--- config.mk ---
export PLATFORM = sky130hd
export DESIGN_NAME = mux2_rr_arbiter
export DESIGN_NICKNAME = d
export VERILOG_FILES = /design/src/rtl/mux2_rr_arbiter.sv
export SDC_FILE = /design/constraint.sdc
export NUM_CORES = 1
export LEC_CHECK = 0
export BUFFER_PORTS_ARGS = -buffer_cell sky130_fd_sc_hd__buf_2
export CAP_MARGIN = 30
export CELL_PAD_IN_SITES_DETAIL_PLACEMENT = 1
export CELL_PAD_IN_SITES_GLOBAL_PLACEMENT = 1
export CORE_MARGIN = 2
export CORE_UTILIZATION = 31
export DETAILED_ROUTE_END_ITERATION = 10
export GPL_ROUTABILITY_DRIVEN = 0
export PLACE_DENSITY_LB_ADDON = 0.1
export REMOVE_ABC_BUFFERS = 1
export SKIP_LAST_GASP = 1
export SLEW_MARGIN = 30
export SYNTH_ARGS = -nofsm -noshare
export SYNTH_HDL_FRONTEND = slang
export SYNTH_SLANG_ARGS = --single-unit
--- constraint.sdc ---
create_clock -name clk -period 1.75 [get_ports clk]
set_clock_uncertainty 0.1 [all_clocks]
set_input_delay 0.2625 -clock clk [delete_from_list [all_inputs] [get_ports clk]]
set_output_delay 0.2625 -clock clk [all_outputs]
set_load 0.01 [all_outputs]
--- src/rtl/mux2_rr_arbiter.sv ---
`default_nettype none
// ----------------------------------------------------------------------------
// mux2_rr_arbiter : round-robin, burst-limited arbiter for a 2:1 mux with a
//                   registered valid/ready output stage.
// Revision: 1.0
// ----------------------------------------------------------------------------
module mux2_rr_arbiter #(
  parameter int DATA_W    = 8,
  parameter int MAX_BURST = 4
) (
  input  logic              clk,
  input  logic              rst,
  input  logic [1:0]        req,
  input  logic [DATA_W-1:0] din0,
  input  logic [DATA_W-1:0] din1,
  input  logic              out_ready,
  output logic [1:0]        grant,
  output logic              sel,
  output logic              out_valid,
  output logic [DATA_W-1:0] out_data
);

  localparam int              CNT_W = $clog2(MAX_BURST + 1);
  localparam logic [CNT_W-1:0] LIMIT = CNT_W'(MAX_BURST - 1);

  typedef enum logic [1:0] {
    IDLE = 2'd0,
    GNT0 = 2'd1,
    GNT1 = 2'd2
  } state_t;

  state_t              state_q;
  logic                last_q;
  logic                sel_q;
  logic                out_valid_q;
  logic [DATA_W-1:0]   out_data_q;
  logic [CNT_W-1:0]    cnt_q;

  logic                port;
  logic                own_req;
  logic                oth_req;
  logic                load;
  logic                accept;
  logic                at_limit;
  logic [DATA_W-1:0]   din_sel;

  assign grant     = {state_q == GNT1, state_q == GNT0};
  assign port      = (state_q == GNT1);
  assign own_req   = port ? req[1] : req[0];
  assign oth_req   = port ? req[0] : req[1];
  assign load      = ~out_valid_q | out_ready;
  assign accept    = (|grant) & own_req & load;
  assign at_limit  = (cnt_q == LIMIT);
  assign din_sel   = port ? din1 : din0;

  assign sel       = sel_q;
  assign out_valid = out_valid_q;
  assign out_data  = out_data_q;

  always_ff @(posedge clk or posedge rst) begin
    if (rst) begin
      state_q     <= IDLE;
      last_q      <= 1'b1;
      sel_q       <= 1'b0;
      out_valid_q <= 1'b0;
      out_data_q  <= '0;
      cnt_q       <= '0;
    end else begin
      if (accept) begin
        out_data_q <= din_sel;
        last_q     <= port;
      end

      if (accept) begin
        out_valid_q <= 1'b1;
      end else if (out_ready) begin
        out_valid_q <= 1'b0;
      end

      case (state_q)
        IDLE: begin
          // On a tie the port that did not win last time goes first.
          if (req == 2'b11) begin
            state_q <= last_q ? GNT0 : GNT1;
            sel_q   <= ~last_q;
          end else if (req[0]) begin
            state_q <= GNT0;
            sel_q   <= 1'b0;
          end else if (req[1]) begin
            state_q <= GNT1;
            sel_q   <= 1'b1;
          end
        end
        default: begin
          if (!own_req) begin
            cnt_q <= '0;
            if (oth_req) begin
              state_q <= port ? GNT0 : GNT1;
              sel_q   <= ~port;
            end else begin
              state_q <= IDLE;
            end
          end else if (accept) begin
            if (at_limit) begin
              cnt_q <= '0;
              if (oth_req) begin
                state_q <= port ? GNT0 : GNT1;
                sel_q   <= ~port;
              end
            end else begin
              cnt_q <= cnt_q + 1'b1;
            end
          end
        end
      endcase
    end
  end

endmodule
`default_nettype wire

==> results by stage, run 1 <==
Layout:
- After filler insertion, the fill cell instance count of the layout stands at 324.
- In the final layout, flip-flops and latches occupy 402 sq um.
- The number of nets in the finished design is 159.
- After routing the design area is roughly 1300 sq um.
- Summing all multi-input logic gate instances after layout gives 459 sq um.
- The repair_antennas step left the layout with diodes totalling 0.
- After the flow finishes, the layout carries non-filler instances totaling 164.
- The area overhead of the layout relative to synthesis is 47.2%.
- The share of final-layout standard cells stronger than drive strength 1 is approximately 44%.

Worst setup path:
- The critical path's slowest cell is sky130_fd_sc_hd__dfrtp_1.
- STA classifies the critical path endpoint as a register.
- The endpoint arrival time on the critical path is 1.84 ns.
- The critical path starts at state_q[0].
- Traced cell by cell, the critical path runs through inv_2 > buf_4 > ha_2 > buf_6 > nand3b_4 > buf_12 > o31ai_2.
- On the worst path, the slowest cell contributes a delay of 0.39 ns.
- The required time reported for the critical path endpoint is 1.85 ns.
- The type of the worst setup path is register to register.
- The startpoint kind of the worst setup timing path is a register.
- The largest fanout on the critical path is 8.
- The startpoint of the worst register-to-register path is state_q[0].

Floorplanning:
- The number of rows created at floorplan is 19.
- The initial utilization of the core area, before any placement, comes to between 30% and 40%.
- The core area is approximately 2700 sq um.
- The die is 56.6 um tall.
- The die is 56.6 um wide.
- The area of the die is 3210 sq um.
- During I/O placement, the number of pins put on the boundary was 33.

Detailed routing:
- The vias per cell is 5.15.
- The violation count after the first detailed-routing iteration is 11.
- The detailed-routing iteration count for the pre-antenna-repair pass is 4.
- The routed length per instance is approximately 14 um.
- The count of nets left with antenna violations once routing finished came out at 0.
- The detailed router placed 844 vias in this run.
- For this block, the routed nets add up to about 2300 um of wire.
- The residual DRC count is 0.

Timing:
- Setup repair after global routing could not meet its margin everywhere.
- The share of the clock period used by the worst path after layout is about 100%.
- The worst setup margin is roughly 0.0083 ns.
- The hold violation total from the final report is 0.
- The summed negative setup slack over all endpoints is 0 ns.
- The shortest clock period the worst path allows after layout is 1.74 ns.
- The final-report max-slew violation count came to 0.
- Based on the critical path, the design can be clocked at up to 0.574 GHz.
- Across all hold checks on the routed design, the worst slack comes to 0.139 ns.
- Setup violations remaining at the end of the flow were counted as 0.
- The slew at the pin with the worst max-slew slack is 0.641 ns.
- The headroom to the max-slew limit is 57.2%.

Synthesis:
- The number of cells produced by synthesis is 85.
- In this run, synthesis inferred 0 flip-flops with an integrated enable.
- Synthesis inferred 16 register bits.
- The commonest cells after synthesis are sky130_fd_sc_hd__dfrtp_1, sky130_fd_sc_hd__nand2_1, sky130_fd_sc_hd__mux2i_1, sky130_fd_sc_hd__o21ai_1, sky130_fd_sc_hd__inv_1.
- The most used standard cell by instance count after synthesis is sky130_fd_sc_hd__dfrtp_1.
- Of the post-synthesis cell area, the dominant cell type holds 43.7%.
- By area the synthesized netlist is led by sky130_fd_sc_hd__dfrtp_1, sky130_fd_sc_hd__mux2i_1, sky130_fd_sc_hd__ha_1.
- The biggest area contributor in the post-synthesis netlist is sky130_fd_sc_hd__dfrtp_1.
- The Yosys step of the flow raised 0 warnings.
- After synthesis the cells add up to 858 sq um.
- The fraction of registers with async set or reset after synthesis is 100%.
- Counting distinct cell types in the post-synthesis netlist gives 26.
- The per-instance average area after synthesis is 10.1 sq um.
- Sequential cells were found to cover a little under half of the synthesized design area.
- The predominant post-synthesis flop cell is sky130_fd_sc_hd__dfrtp_1.

Clock network:
- The number of buffers created by CTS is 3.
- TritonCTS built the clock tree.
- CTS saw 16 sinks.
- The number of H-tree levels is 1.
- The number of buffers between clock root and the deepest sink is 2.
- At the later pin of the worst-skew pair, clock insertion delay measures 0.29 ns.
- The root buffer cell is sky130_fd_sc_hd__clkbuf_4.
- The clock slew seen by the registers of the worst setup and hold paths is 0.10 ns.

Global route:
- The maximum number of pins on one net before global-route repair is 17.
- The initial antenna violation count came to 0.
- After global routing the overflow that remains totals 0.
- The all-layer global routing usage is between 10 and 15%.
- The first-pass GRT wire length is 3550 um.
- The via count of the first global-routing pass came to 802.

Placed design:
- Once placement completed, the tool counted placed cells totaling roughly 150.
- Input and output buffers added on the ports amount to 32.
- Timing analysis after detailed placement gives a worst setup slack of -0.0879 ns.
- The cell area reported after detailed placement is 1120 sq um.
- Detailed placement finished with a half-perimeter wire length of 1620 um.

Worst hold path:
- The type of the most critical hold path is input port to register.
- The startpoint identified for the worst hold timing path is din0[7].

Power:
- The cell leakage power is ~0.64 nW.
- The maximum ir drop on the vdd rail is between 0.9 and 1 mV.
- The total power per unit cell area is 1840 nW/um^2.

Run:
- The max-capacitance violation count is 0.

Outcome:
- The flow ran to the end, and the final reports show no timing, DRC or antenna violations.
layout by cell type, fill, tap and decap left out, types with 2 or more instances in the layout:
| cell type | instances |
|---|---|
| sky130_fd_sc_hd__dfrtp_1 | 15 |
| sky130_fd_sc_hd__clkbuf_4 | 3 |
| sky130_fd_sc_hd__buf_4 | 11 |
| sky130_fd_sc_hd__nor2_1 | 3 |
| sky130_fd_sc_hd__a21oi_1 | 3 |
| sky130_fd_sc_hd__nand2_1 | 10 |
| sky130_fd_sc_hd__o21ai_1 | 10 |
| sky130_fd_sc_hd__inv_1 | 4 |
| sky130_fd_sc_hd__ha_1 | 2 |
| sky130_fd_sc_hd__nor3_1 | 2 |
| sky130_fd_sc_hd__buf_2 | 32 |
| sky130_fd_sc_hd__nand2b_1 | 2 |
| sky130_fd_sc_hd__mux2i_1 | 9 |
| sky130_fd_sc_hd__o21ai_0 | 3 |
logic make-up (layout without fill, tap and decap cells):
group | after synthesis | count (layout) | share of synthesized area [%]
AO/OA/AOI/OAI | 26 | 26 | 18.5
adder cells (fa/ha/maj) | 4 | 4 | 5.83
buffers and inverters | 8 | 56 | 4.23
flip-flops | 16 | 16 | 46.8
multiplexers | 11 | 11 | 13.0
AND/OR/NAND/NOR | 20 | 20 | 11.7
repair_timing:
action	CTS	global route
gates resized for setup	5	5
pin swaps	0	2
endpoints found under the setup margin	3	4
buffers inserted	0	4
gates cloned	0	1
endpoints found under the hold margin	15	0
hold buffers	1	0
metal layers:
metal / wire (um) / global-route usage, %
met1: 1020 / 19.5
met2: 1100 / 21.6
met3: 122 / 3.69
met4: 34 / 6.12
met5: 0 / 0
state kept, by name (all words and copies together) (netlist names):
name       count
sel            1
state_q        2
last_q         1
out_valid      1
cnt_q          3
out_data       8
path summary, 6_finish.rpt:
kind	to	slack [ns]	cells past startpoint
min in group asynchronous	state_q[1]	0.48	3
hold reg to reg	out_data[1]	0.39	2
max in group asynchronous	out_data[2]	0.65	3
setup reg to reg	cnt_q[0]	0.008	7
hold / removal	out_data[7]	0.14	3
setup / recovery	cnt_q[0]	0.008	7
metrics by stage:
stage | util, % | total power [mW]
after floorplan | - | 1.33
after global placement | 41.7 | 1.81
after detailed placement | 41.7 | 1.84
after CTS | 44.2 | 2.16
after global routing | 47.0 | 2.53
final | 47.0 | 2.32
where the power goes:
| group | switching (mW) | leakage, nW | internal [mW] |
|---|---|---|---|
| combinational | 0.712 | 0.422 | 0.735 |
| clock | 0.125 | 0.0210 | 0.127 |
| sequential | 0.0870 | 0.199 | 0.537 |
worst max-delay path: cells and delay by family, from the launching register on:
family / cells / cell delay (ns)
compound gates: 1 / 0.21
fa+ha+maj: 1 / 0.33
buf+inv: 4 / 0.49
flops: 1 / 0.39
simple gates: 1 / 0.13
cell type report:
class,instances,area share (%)
Sequential cell,16,31.8
Multi-Input combinational cell,61,36.3
Inverter,5,1.49
Timing Repair Buffer,47,24.5
Tap cell,31,3.07
Clock buffer,4,2.87
No activity file was read; power rests on OpenSTA's default activity.
==> inputs of run 2 (changes only) <==
BUFFER_PORTS_ARGS = -buffer_cell sky130_fd_sc_hd__clkbuf_2   (was -buffer_cell sky130_fd_sc_hd__buf_2)
==> run 2 against run 1 <==
  * Clock power down 16%
  * Via count down 1.4%
  * Non-clock buffer count down 1
  * Combinational power about the same
  * Power down 1.2%
  * Critical endpoint is now state_q[1]
  * Largest power group unchanged
  * Highest routed layer unchanged
==> results by stage, run 2 (synthesis results as in run 1) <==
Outcome:
- The flow ran to the end, and the final reports show no timing, DRC or antenna violations.

Placed design:
- The half-perimeter wire length of the detailed placement result is 1630 um.
- Input and output buffers added on the ports amount to 32.
- Once placement completed, the tool counted placed cells totaling 154.

Worst setup path:
- The slowest stage of the critical path belongs to the cell sky130_fd_sc_hd__dfrtp_1.
- The critical path ends at state_q[1].
- Walking the worst path, the cells encountered are ha_4 > mux2i_1 > a31o_1 > o22a_1 > a221o_1.
- The count of buffering cells on the critical path with inverters included is 0.
- Data on the critical path arrives at its endpoint at 1.79 ns.
- For the worst setup path, the data required time is ~1.8 ns.
- The startpoint of the worst register-to-register path is state_q[1].
- The cell depth of the worst setup path is 5.
- The cell family contributing the most delay on the critical path is compound AO/OA/AOI/OAI gates.
- In this run the critical register-to-register path is captured at state_q[1].
- The worst setup path is launched from a register.
- Tracing the worst setup path back leads to its startpoint at state_q[1].
- The largest single stage delay on the critical path is 0.43 ns.
- For flop-to-flop paths, the worst setup slack is 0.05 ns.
- The type of the worst setup path is register to register.
- Of all nets on the critical path, the largest fanout is 4.
- The worst setup path is captured at a register.
- The number of cells traversed by the worst register-to-register path is 5.

Layout:
- After the last flow step, the layout net total stands at 158.
- Leaving out fill and tap cells, the most frequent cells in the layout are sky130_fd_sc_hd__clkbuf_2, sky130_fd_sc_hd__dfrtp_1, sky130_fd_sc_hd__nand2_1, sky130_fd_sc_hd__o21ai_1, sky130_fd_sc_hd__buf_4.
- The register with the most flip-flops in the layout has 8 of them.
- The multi-input gate area in the final layout is 469 sq um.
- The filler cells instantiated in the layout total 320.
- Compared with the post-synthesis result, the final layout area differs by 46.4%.
- Excluding fillers, the count of instances in the completed layout stands at approximately 160.
- The number of diodes added for antenna fixing is 0.
- Across the whole layout, storage elements account for 402 sq um.
- The most frequent standard cell in the layout excluding fill and tap cells is sky130_fd_sc_hd__clkbuf_2.
- Of the cells placed in the final design, the portion with a size suffix greater than 1 is a little over two fifths.

Floorplanning:
- The core area is 2690 sq um.
- The number of top-level pins is 33.
- The floorplan has 19 rows.
- The area of the die is 3210 sq um.
- From bottom edge to top edge, the die measures between 50 and 60 um.
- The die is 56.6 um wide.
- The initial utilization of the core area, before any placement, comes to 32.0%.

Detailed routing:
- Before antenna repair, the detailed router went through 3 iterations.
- The final routed wirelength across all metal layers is 2210 um.
- After detailed routing, the number of remaining DRC violations is 0.
- The violation count after the first detailed-routing iteration is 7.
- The total number of vias is 832.
- The routed length per instance is 13.5 um.
- The detail route stage leaves a number of antenna-violating nets equal to 0.
- The vias per cell is 5.10.

Timing:
- In the finished design, the share of the clock period the worst path needs comes to 97.2%.
- The hold violation total from the final report is 0.
- The worst hold slack across all endpoints is about 0.14 ns.
- For the pin with the worst max-slew slack, the measured transition is 0.629 ns.
- Setup repair after global routing could not meet its margin everywhere.
- Setup violations remaining at the end of the flow were counted as 0.
- The maximum frequency from static timing analysis is 0.588 GHz.
- The headroom to the max-slew limit is 58.0%.
- The final-report max-slew violation count is 0.
- The shortest clock period the worst path allows after layout is 1.70 ns.

Power:
- Summed over all cells, the static leakage comes to 0.636 nW.
- The maximum ir drop on the vdd rail is 0.857 mV.
- For this design the ratio of total power to cell area is 1830 nW/um^2.

Global route:
- The initial antenna violation count came to 0.
- Entering global routing, the biggest net connects 17 pins.
- Global routing finished with a remaining overflow of 0.
- The via count of the first global-routing pass was 794.
- The all-layer global routing usage is 14.4%.
- The first global-routing pass estimated ~3500 um of wire.

Clock network:
- The root buffer cell is sky130_fd_sc_hd__clkbuf_4.
- The later pin in the worst-skew pair is clocked with a latency of 0.29 ns.
- In this run the number of H-tree levels came out at 1.
- The clock sink count is 16.
- Clock-pin slew was measured on the worst setup and hold paths at 0.10 ns.
- The number of buffers created by CTS is 3.
- The clock passes through at most 2 buffers.
- TritonCTS built the clock tree.

Run:
- The max-capacitance violation count is 0.

Worst hold path:
- The type of the most critical hold path is input port to register.
- The startpoint of the most critical hold path is din0[5].
==> run 2: per-layer routing <==
metal / track usage, % / vias to the layer above / wire, um
met2: 23.9 / 22 / 1100
met4: 3.06 / 0 / 22
met1: 17.7 / 407 / 952
met3: 5.30 / 5 / 128
li1: - / 398 / -
met5: 0 / - / 0
==> run 2: area by class of cell <==
cell class | count | share of cell area [%]
inverter | 5 | 1.49
multi-input combinational | 61 | 37.4
timing repair buffer | 46 | 24.0
tap | 31 | 3.09
sequential | 16 | 32.0
clock buffer | 4 | 2.09
==> run 2: metrics by stage <==
| step | worst slack [ns] | util [%] | power, mW | area, sq um | setup TNS, ns |
|---|---|---|---|---|---|
| global route | -0.0100 | 46.8 | 2.50 | 1260 | -0.0100 |
| detailed placement | -0.0720 | 41.7 | 1.85 | 1120 | -0.0720 |
| floorplan | -0.420 | - | 1.33 | 841 | -3.35 |
| global placement | -0.0167 | 41.7 | 1.81 | 1120 | -0.0167 |
| CTS | -0.0217 | 43.7 | 2.10 | 1170 | -0.0426 |
| finish | 0.0484 | 46.8 | 2.29 | 1260 | 0 |
==> run 2: worst min path at each step <==
stage	end	slack (ns)	cells past startpoint
final	out_data[5]	0.14	3
after CTS	out_data[5]	0.13	3
after detailed placement	state_q[1]	0.26	2
after global routing	out_data[1]	0.14	3
after floorplan	cnt_q[0]	0.08	1
after global placement	state_q[1]	0.26	2
==> run 2: what timing repair did <==
action                                 CTS  global route
setup endpoints to repair                3            12
endpoints found under the hold margin   15             0
gates cloned                             0             1
buffers inserted                         0             3
resized for setup                        4             7
pin swaps                                0             2
hold buffers                             1             0
==> run 2: power breakdown <==
| group | internal [mW] | switching, mW |
|---|---|---|
| Sequential | 0.537 | 0.0898 |
| Clock | 0.0887 | 0.123 |
| Combinational | 0.745 | 0.710 |
| Total | 1.37 | 0.923 |
==> run 2: worst reg2reg max path: cells and delay by family (launching register included) <==
family | cells | cell delay (ns)
adder cells (fa/ha/maj) | 1 | 0.20
multiplexers | 1 | 0.12
AO/OA/AOI/OAI | 3 | 0.75
flip-flops | 1 | 0.43
